### src/rtl/cpu_pkg.sv
// Shared definitions for the 16-bit processor control path: opcodes, instruction
// fields, sequencer states and trap causes.
package cpu_pkg;

  localparam logic [3:0] OP_ADD  = 4'h0;
  localparam logic [3:0] OP_SUB  = 4'h1;
  localparam logic [3:0] OP_AND  = 4'h2;
  localparam logic [3:0] OP_OR   = 4'h3;
  localparam logic [3:0] OP_XOR  = 4'h4;
  localparam logic [3:0] OP_ADDI = 4'h5;
  localparam logic [3:0] OP_ORI  = 4'h6;
  localparam logic [3:0] OP_LD   = 4'h7;
  localparam logic [3:0] OP_ST   = 4'h8;
  localparam logic [3:0] OP_JMP  = 4'h9;
  localparam logic [3:0] OP_BEQ  = 4'he;
  localparam logic [3:0] OP_BNE  = 4'hf;

  localparam int unsigned OPC_LSB  = 0;
  localparam int unsigned OPC_MSB  = 3;
  localparam int unsigned JMP_LSB  = 4;
  localparam int unsigned JMP_MSB  = 12;
  localparam int unsigned BOFF_LSB = 10;
  localparam int unsigned BOFF_MSB = 15;

  typedef enum logic [2:0] {
    StIdle,
    StFetch,
    StDecode,
    StExec,
    StMem,
    StWb,
    StTrap
  } state_e;

  typedef enum logic [1:0] {
    CauseNone    = 2'b00,
    CauseIllegal = 2'b01,
    CauseImemTo  = 2'b10,
    CauseDmemTo  = 2'b11
  } trap_cause_e;

  typedef struct packed {
    logic is_r;
    logic is_i;
    logic is_ld;
    logic is_st;
    logic is_br;
    logic is_jmp;
    logic illegal;
  } opclass_t;

endpackage

### src/rtl/opclass_decode.sv
// Combinational opcode classifier; exactly one class bit is set for any opcode.
module opclass_decode
  import cpu_pkg::*;
(
  input  logic [3:0] opcode_i,
  output opclass_t   cls_o
);

  always_comb begin
    cls_o = '0;
    case (opcode_i)
      OP_ADD, OP_SUB, OP_AND, OP_OR, OP_XOR: cls_o.is_r   = 1'b1;
      OP_ADDI, OP_ORI:                       cls_o.is_i   = 1'b1;
      OP_LD:                                 cls_o.is_ld  = 1'b1;
      OP_ST:                                 cls_o.is_st  = 1'b1;
      OP_BEQ, OP_BNE:                        cls_o.is_br  = 1'b1;
      OP_JMP:                                cls_o.is_jmp = 1'b1;
      default:                               cls_o.illegal = 1'b1;
    endcase
  end

endmodule

### src/rtl/instr_sequencer.sv
// Multi-cycle fetch/decode/exec/mem/wb control FSM. Owns the PC and instruction
// register and traps on illegal opcodes or memory handshake timeouts.
module instr_sequencer
  import cpu_pkg::*;
#(
  parameter int unsigned       ADDR_W   = 9,
  parameter logic [ADDR_W-1:0] RESET_PC = '0,
  parameter int unsigned       TIMEOUT  = 15
) (
  input  logic              clk,
  input  logic              reset,
  input  logic              run,
  output logic              imem_req,
  output logic [ADDR_W-1:0] imem_addr,
  input  logic [15:0]       imem_rdata,
  input  logic              imem_ack,
  output logic              dmem_req,
  output logic              dmem_we,
  input  logic              dmem_ack,
  input  logic              alu_zero,
  output logic [15:0]       instr,
  output logic [ADDR_W-1:0] pc,
  output logic              alu_en,
  output logic              reg_we,
  output logic              mem_to_reg,
  output logic              trap,
  output logic [1:0]        trap_cause
);

  localparam logic [7:0] TimeoutCnt = 8'(TIMEOUT);

  state_e            state_q, state_d;
  logic [ADDR_W-1:0] pc_q, pc_d;
  logic [15:0]       instr_q, instr_d;
  logic [7:0]        wait_q, wait_d;
  logic              trap_q, trap_d;
  trap_cause_e       cause_q, cause_d;

  opclass_t          cls;
  logic [ADDR_W-1:0] pc_inc, pc_br, pc_jmp, boff;
  logic              taken, wait_limit;

  opclass_decode u_opclass_decode (
    .opcode_i (instr_q[OPC_MSB:OPC_LSB]),
    .cls_o    (cls)
  );

  assign pc_inc     = pc_q + ADDR_W'(1);
  // Signed cast sign-extends the 6-bit branch offset to the PC width.
  assign boff       = ADDR_W'($signed(instr_q[BOFF_MSB:BOFF_LSB]));
  assign pc_br      = pc_inc + boff;
  assign pc_jmp     = ADDR_W'(instr_q[JMP_MSB:JMP_LSB]);
  assign taken      = (instr_q[OPC_MSB:OPC_LSB] == OP_BNE) ? ~alu_zero : alu_zero;
  assign wait_limit = (wait_q == TimeoutCnt);

  always_comb begin
    state_d = state_q;
    pc_d    = pc_q;
    instr_d = instr_q;
    wait_d  = wait_q;
    trap_d  = trap_q;
    cause_d = cause_q;
    unique case (state_q)
      StIdle: begin
        if (run) begin
          state_d = StFetch;
          wait_d  = '0;
        end
      end
      StFetch: begin
        if (imem_ack) begin
          instr_d = imem_rdata;
          state_d = StDecode;
        end else if (wait_limit) begin
          state_d = StTrap;
          trap_d  = 1'b1;
          cause_d = CauseImemTo;
        end else begin
          wait_d = wait_q + 8'd1;
        end
      end
      StDecode: begin
        if (cls.illegal) begin
          state_d = StTrap;
          trap_d  = 1'b1;
          cause_d = CauseIllegal;
        end else begin
          state_d = StExec;
        end
      end
      StExec: begin
        if (cls.is_jmp || cls.is_br) begin
          if (cls.is_jmp) pc_d = pc_jmp;
          else            pc_d = taken ? pc_br : pc_inc;
          state_d = run ? StFetch : StIdle;
          wait_d  = '0;
        end else if (cls.is_ld || cls.is_st) begin
          state_d = StMem;
          wait_d  = '0;
        end else begin
          state_d = StWb;
        end
      end
      StMem: begin
        if (dmem_ack) begin
          if (cls.is_st) begin
            pc_d    = pc_inc;
            state_d = run ? StFetch : StIdle;
            wait_d  = '0;
          end else begin
            state_d = StWb;
          end
        end else if (wait_limit) begin
          state_d = StTrap;
          trap_d  = 1'b1;
          cause_d = CauseDmemTo;
        end else begin
          wait_d = wait_q + 8'd1;
        end
      end
      StWb: begin
        pc_d    = pc_inc;
        state_d = run ? StFetch : StIdle;
        wait_d  = '0;
      end
      StTrap: begin
        state_d = StTrap;
      end
      default: begin
        state_d = StIdle;
      end
    endcase
  end

  // Strobes depend only on state and the latched instruction.
  always_comb begin
    imem_req   = 1'b0;
    dmem_req   = 1'b0;
    dmem_we    = 1'b0;
    alu_en     = 1'b0;
    reg_we     = 1'b0;
    mem_to_reg = 1'b0;
    unique case (state_q)
      StFetch: imem_req = 1'b1;
      StExec:  alu_en = cls.is_r | cls.is_i | cls.is_ld | cls.is_st | cls.is_br;
      StMem: begin
        dmem_req = 1'b1;
        dmem_we  = cls.is_st;
      end
      StWb: begin
        reg_we     = 1'b1;
        mem_to_reg = cls.is_ld;
      end
      default: ;
    endcase
  end

  always_ff @(posedge clk) begin
    if (reset) begin
      state_q <= StIdle;
      pc_q    <= RESET_PC;
      instr_q <= '0;
      wait_q  <= '0;
      trap_q  <= 1'b0;
      cause_q <= CauseNone;
    end else begin
      state_q <= state_d;
      pc_q    <= pc_d;
      instr_q <= instr_d;
      wait_q  <= wait_d;
      trap_q  <= trap_d;
      cause_q <= cause_d;
    end
  end

  assign imem_addr  = pc_q;
  assign pc         = pc_q;
  assign instr      = instr_q;
  assign trap       = trap_q;
  assign trap_cause = cause_q;

endmodule
### config.mk
export PLATFORM = sky130hd
export DESIGN_NAME = instr_sequencer
export DESIGN_NICKNAME = d
export VERILOG_FILES = /design/src/rtl/cpu_pkg.sv /design/src/rtl/opclass_decode.sv /design/src/rtl/instr_sequencer.sv
export SDC_FILE = /design/constraint.sdc
export NUM_CORES = 1
export LEC_CHECK = 0
export ABC_AREA = 1
export CORE_UTILIZATION = 45
export DETAILED_ROUTE_END_ITERATION = 10
export GPL_TIMING_DRIVEN = 1
export PLACE_DENSITY_LB_ADDON = 0.08
export SYNTH_ARGS = -nofsm -noshare
export SYNTH_HDL_FRONTEND = slang
export SYNTH_SLANG_ARGS = --single-unit
### constraint.sdc
create_clock -name clk -period 2.15 [get_ports clk]
set_clock_uncertainty 0.05 [all_clocks]
set_input_delay 0.43 -clock clk [delete_from_list [all_inputs] [get_ports clk]]
set_output_delay 0.43 -clock clk [all_outputs]
set_load 0.05 [all_outputs]
==> results.ini <==
[timing]
fin_crit_sh=1.072
min_period_ps=2306
timing_hold_violations_final=0
fin_ws_ps=-155.8
finalSetupViolCount=4
rsz0062_at_grt=yes
final_max_slew_viol_count=0
worstMarginPinSlew_ps=545.6
fmax_mhz=433.7
slew_headroom=0.6359
worst_hold_slack_ps=396.7

[routing]
wl_met1_um=3547
vias=2927
routedWlPerCell_um=13.24
wl_um=7615
route.detailed.drc=0
met2_length_um=3544
top_layer=met4
first_iter_violations=245
drt-pass1-iter-count=4
met3_length_um=448
viasPerCell=5.090
ant_nets=0

[clock_network]
clock_path_buffers=2
cts_root_buffer=clkbuf_8
clk_pin_slew_worst_paths_ps=80
cts.sinks=39
cts_made_buffers=5
h-tree-depth=2
cts_tree=built
hold_buffers=0
worstSkewPairLatency_ps=290

[pwr]
combPwrFrac=0.472
p_int_w=0.001755
sequentialPowerShare=0.311
powerDensity_nw_per_um2=741.9
swShare=0.4152
peakVddDrop_mv=0.5825
leakage_nw=1.834
switching_power_w=0.001246
power_frac_clock=0.217

[place]
dp_slack_ps=-109.5
dp_hpwl_um=5445
dpl.cell_count=551
portBuffers=64
place_congestion=0.9455

[floorplanning]
die_w_um=78.63
io_pins=65
rows=27
die_h_um=78.63
core_area_um2=5574
initial_core_util=0.4741
dieArea_um2=6183

[worst_setup_path]
crit_family=simple AND/OR/NAND/NOR gates
arrival_ps=2490
start_kind=flop
worstPathCellList=nand4_1, inv_1, buf_4, nand4_1, and2_4, inv_2, ha_4, nand2_4, inv_2, a21oi_2, nand2_1, nand2_2, nand3_2, nand2_2, nand3_2, nand2_2, nand2_2, a21oi_2
cp_slowest_stage_delay_ps=380
path_depth=18
rr_worst_depth=18
cpMostUsedCell=nand2_2
critical_path.slowest_cell=dfxtp_4
cp_max_fo=6
critPathCaptureType=flop
path_class=reg -> reg
cp.required_ps=2340
path_buf_inv=4

[synthesis]
syn_nets=443
yosys_warnings=0
avgSynthCellArea_um2=6.461
ys_async_sr_fraction=0
yosysUniqueCellTypes=40
synth_area_um2=2643
synth_edf_count=0
ys_seq_area_frac=0.2955
netlist_instances=409
synthFlopType=dfxtp_1
ys_seq_elements=39

[cells_and_area]
diodes=0
fin_nets=536
final_cell_mix=nand2_1 (64), clkdlybuf4s50_1 (55), inv_1 (53)
final_layout_size_suffix_gt1_frac=0.2624
syn_to_final_growth_pct=53.03
final_common_cell=nand2_1
fin_cells=575

[global_route]
antenna_found_initial=0
grt_pass1_vias=2659
grt_pass1_wl_um=12300
grt_max_degree=22
grt_use_total=0.2504
overflow=0

[outcome]
status=finished, violations left
violations=setup timing

[worst_hold_path]
hold_path.class=reg -> reg
min_path_cells=2

[run]
maxCapViolations=0

[metrics by stage]
| step | power [W] | utilization | setup TNS, ps | instance area, um^2 |
|---|---|---|---|---|
| 2_1_floorplan | 0.001783 | - | -225.3 | 2741 |
| 3_3_place_gp | 0.002204 | 0.6471 | -88.41 | 3607 |
| 3_5_place_dp | 0.002212 | 0.6471 | -176.3 | 3607 |
| 4_1_cts | 0.002884 | 0.6765 | -223.1 | 3771 |
| 5_1_grt | 0.003175 | 0.7255 | -1121 | 4044 |
| 6_report | 0.003000 | 0.7255 | -325.7 | 4044 |
[cell type report]
| class | instances | area (um^2) |
|---|---|---|
| multi-input cells | 290 | 1783 |
| fillers | 458 | 1530 |
| repair buffers | 104 | 1011 |
| flip-flops and latches | 39 | 807.0 |
| inverters | 62 | 235.2 |
| well taps | 72 | 90.09 |
| clock buffers | 6 | 82.58 |
| clock inverters | 2 | 35.03 |
[timing repair]
action                                 4_1_cts  5_1_grt
pin swaps                                    5       24
buffers inserted                             3       13
setup endpoints to repair                    6       26
endpoints found under the hold margin        0        0
gates resized for setup                      8       45
[worst paths after layout]
path            startpoint             to  slack (ps)
min reg2reg  trap_cause[1]  trap_cause[1]         400
min          trap_cause[1]  trap_cause[1]         400
max           imem_addr[2]   imem_addr[8]        -160
max reg2reg   imem_addr[2]   imem_addr[8]        -160
[cell usage after synthesis, types with 2 or more instances]
cell type,n,area [um^2]
a211oi_1,2,15.01
nor2_1,55,206.5
xnor2_1,3,26.28
nand4_1,5,31.28
or2_2,2,12.51
clkbuf_1,8,30.03
ha_1,11,137.6
xor2_1,6,52.55
dfxtp_1,39,780.8
o211ai_1,3,22.52
nand2_1,76,285.3
inv_2,3,11.26
buf_4,9,67.56
o21ai_0,38,190.2
o21bai_1,4,30.03
o21ai_2,3,26.28
nor2_4,2,22.52
nor3_1,5,25.02
nand3_1,24,120.1
a21oi_1,31,155.2
inv_1,59,221.5
nor2_2,3,18.77
[metal layers]
metal	track usage	up-vias
li1	-	1489
met1	0.3468	1332
met2	0.3930	97
met3	0.05233	9
met4	0.06111	0
met5	0	-
[worst register-to-register path, cell delays in order, from the launching register on]
cell and delay, ps:
dfxtp_4 380, nand4_1 150, inv_1 130, buf_4 110, nand4_1 110, and2_4 180, inv_2 60, ha_4 210
nand2_4 70, inv_2 30, a21oi_2 150, nand2_1 90, nand2_2 80, nand3_2 90, nand2_2 80, nand3_2 60
nand2_2 70, nand2_2 50, a21oi_2 120
[power by group through the flow]
stage / Combinational (W) / Clock [W] / Sequential [W]
after floorplan: 0.000636 / 0 / 0.00115
after global placement: 0.00126 / 0 / 0.000940
after detailed placement: 0.00127 / 0 / 0.000940
after CTS: 0.00130 / 0.000658 / 0.000925
after global routing: 0.00153 / 0.000701 / 0.000947
final: 0.00142 / 0.000650 / 0.000933
[cell families (layout without fill, tap and decap cells)]
| kind of cell | count (synthesis) | after routing | share of synthesized area |
|---|---|---|---|
| adder cells (fa/ha/maj) | 12 | 12 | 0.05966 |
| flip-flops | 39 | 39 | 0.2955 |
| buffers and inverters | 80 | 174 | 0.1269 |
| AND/OR/NAND/NOR | 181 | 181 | 0.3002 |
| AO/OA/AOI/OAI | 87 | 87 | 0.1818 |
| XOR/XNOR | 10 | 10 | 0.03599 |
[state kept, by name, summed over array words and instances (netlist names)]
signal / cells
wait_q: 8
state_q: 3
imem_addr: 9
instr: 16
trap: 1
trap_cause: 2
Note: power is estimated with default switching activity, not from simulation.
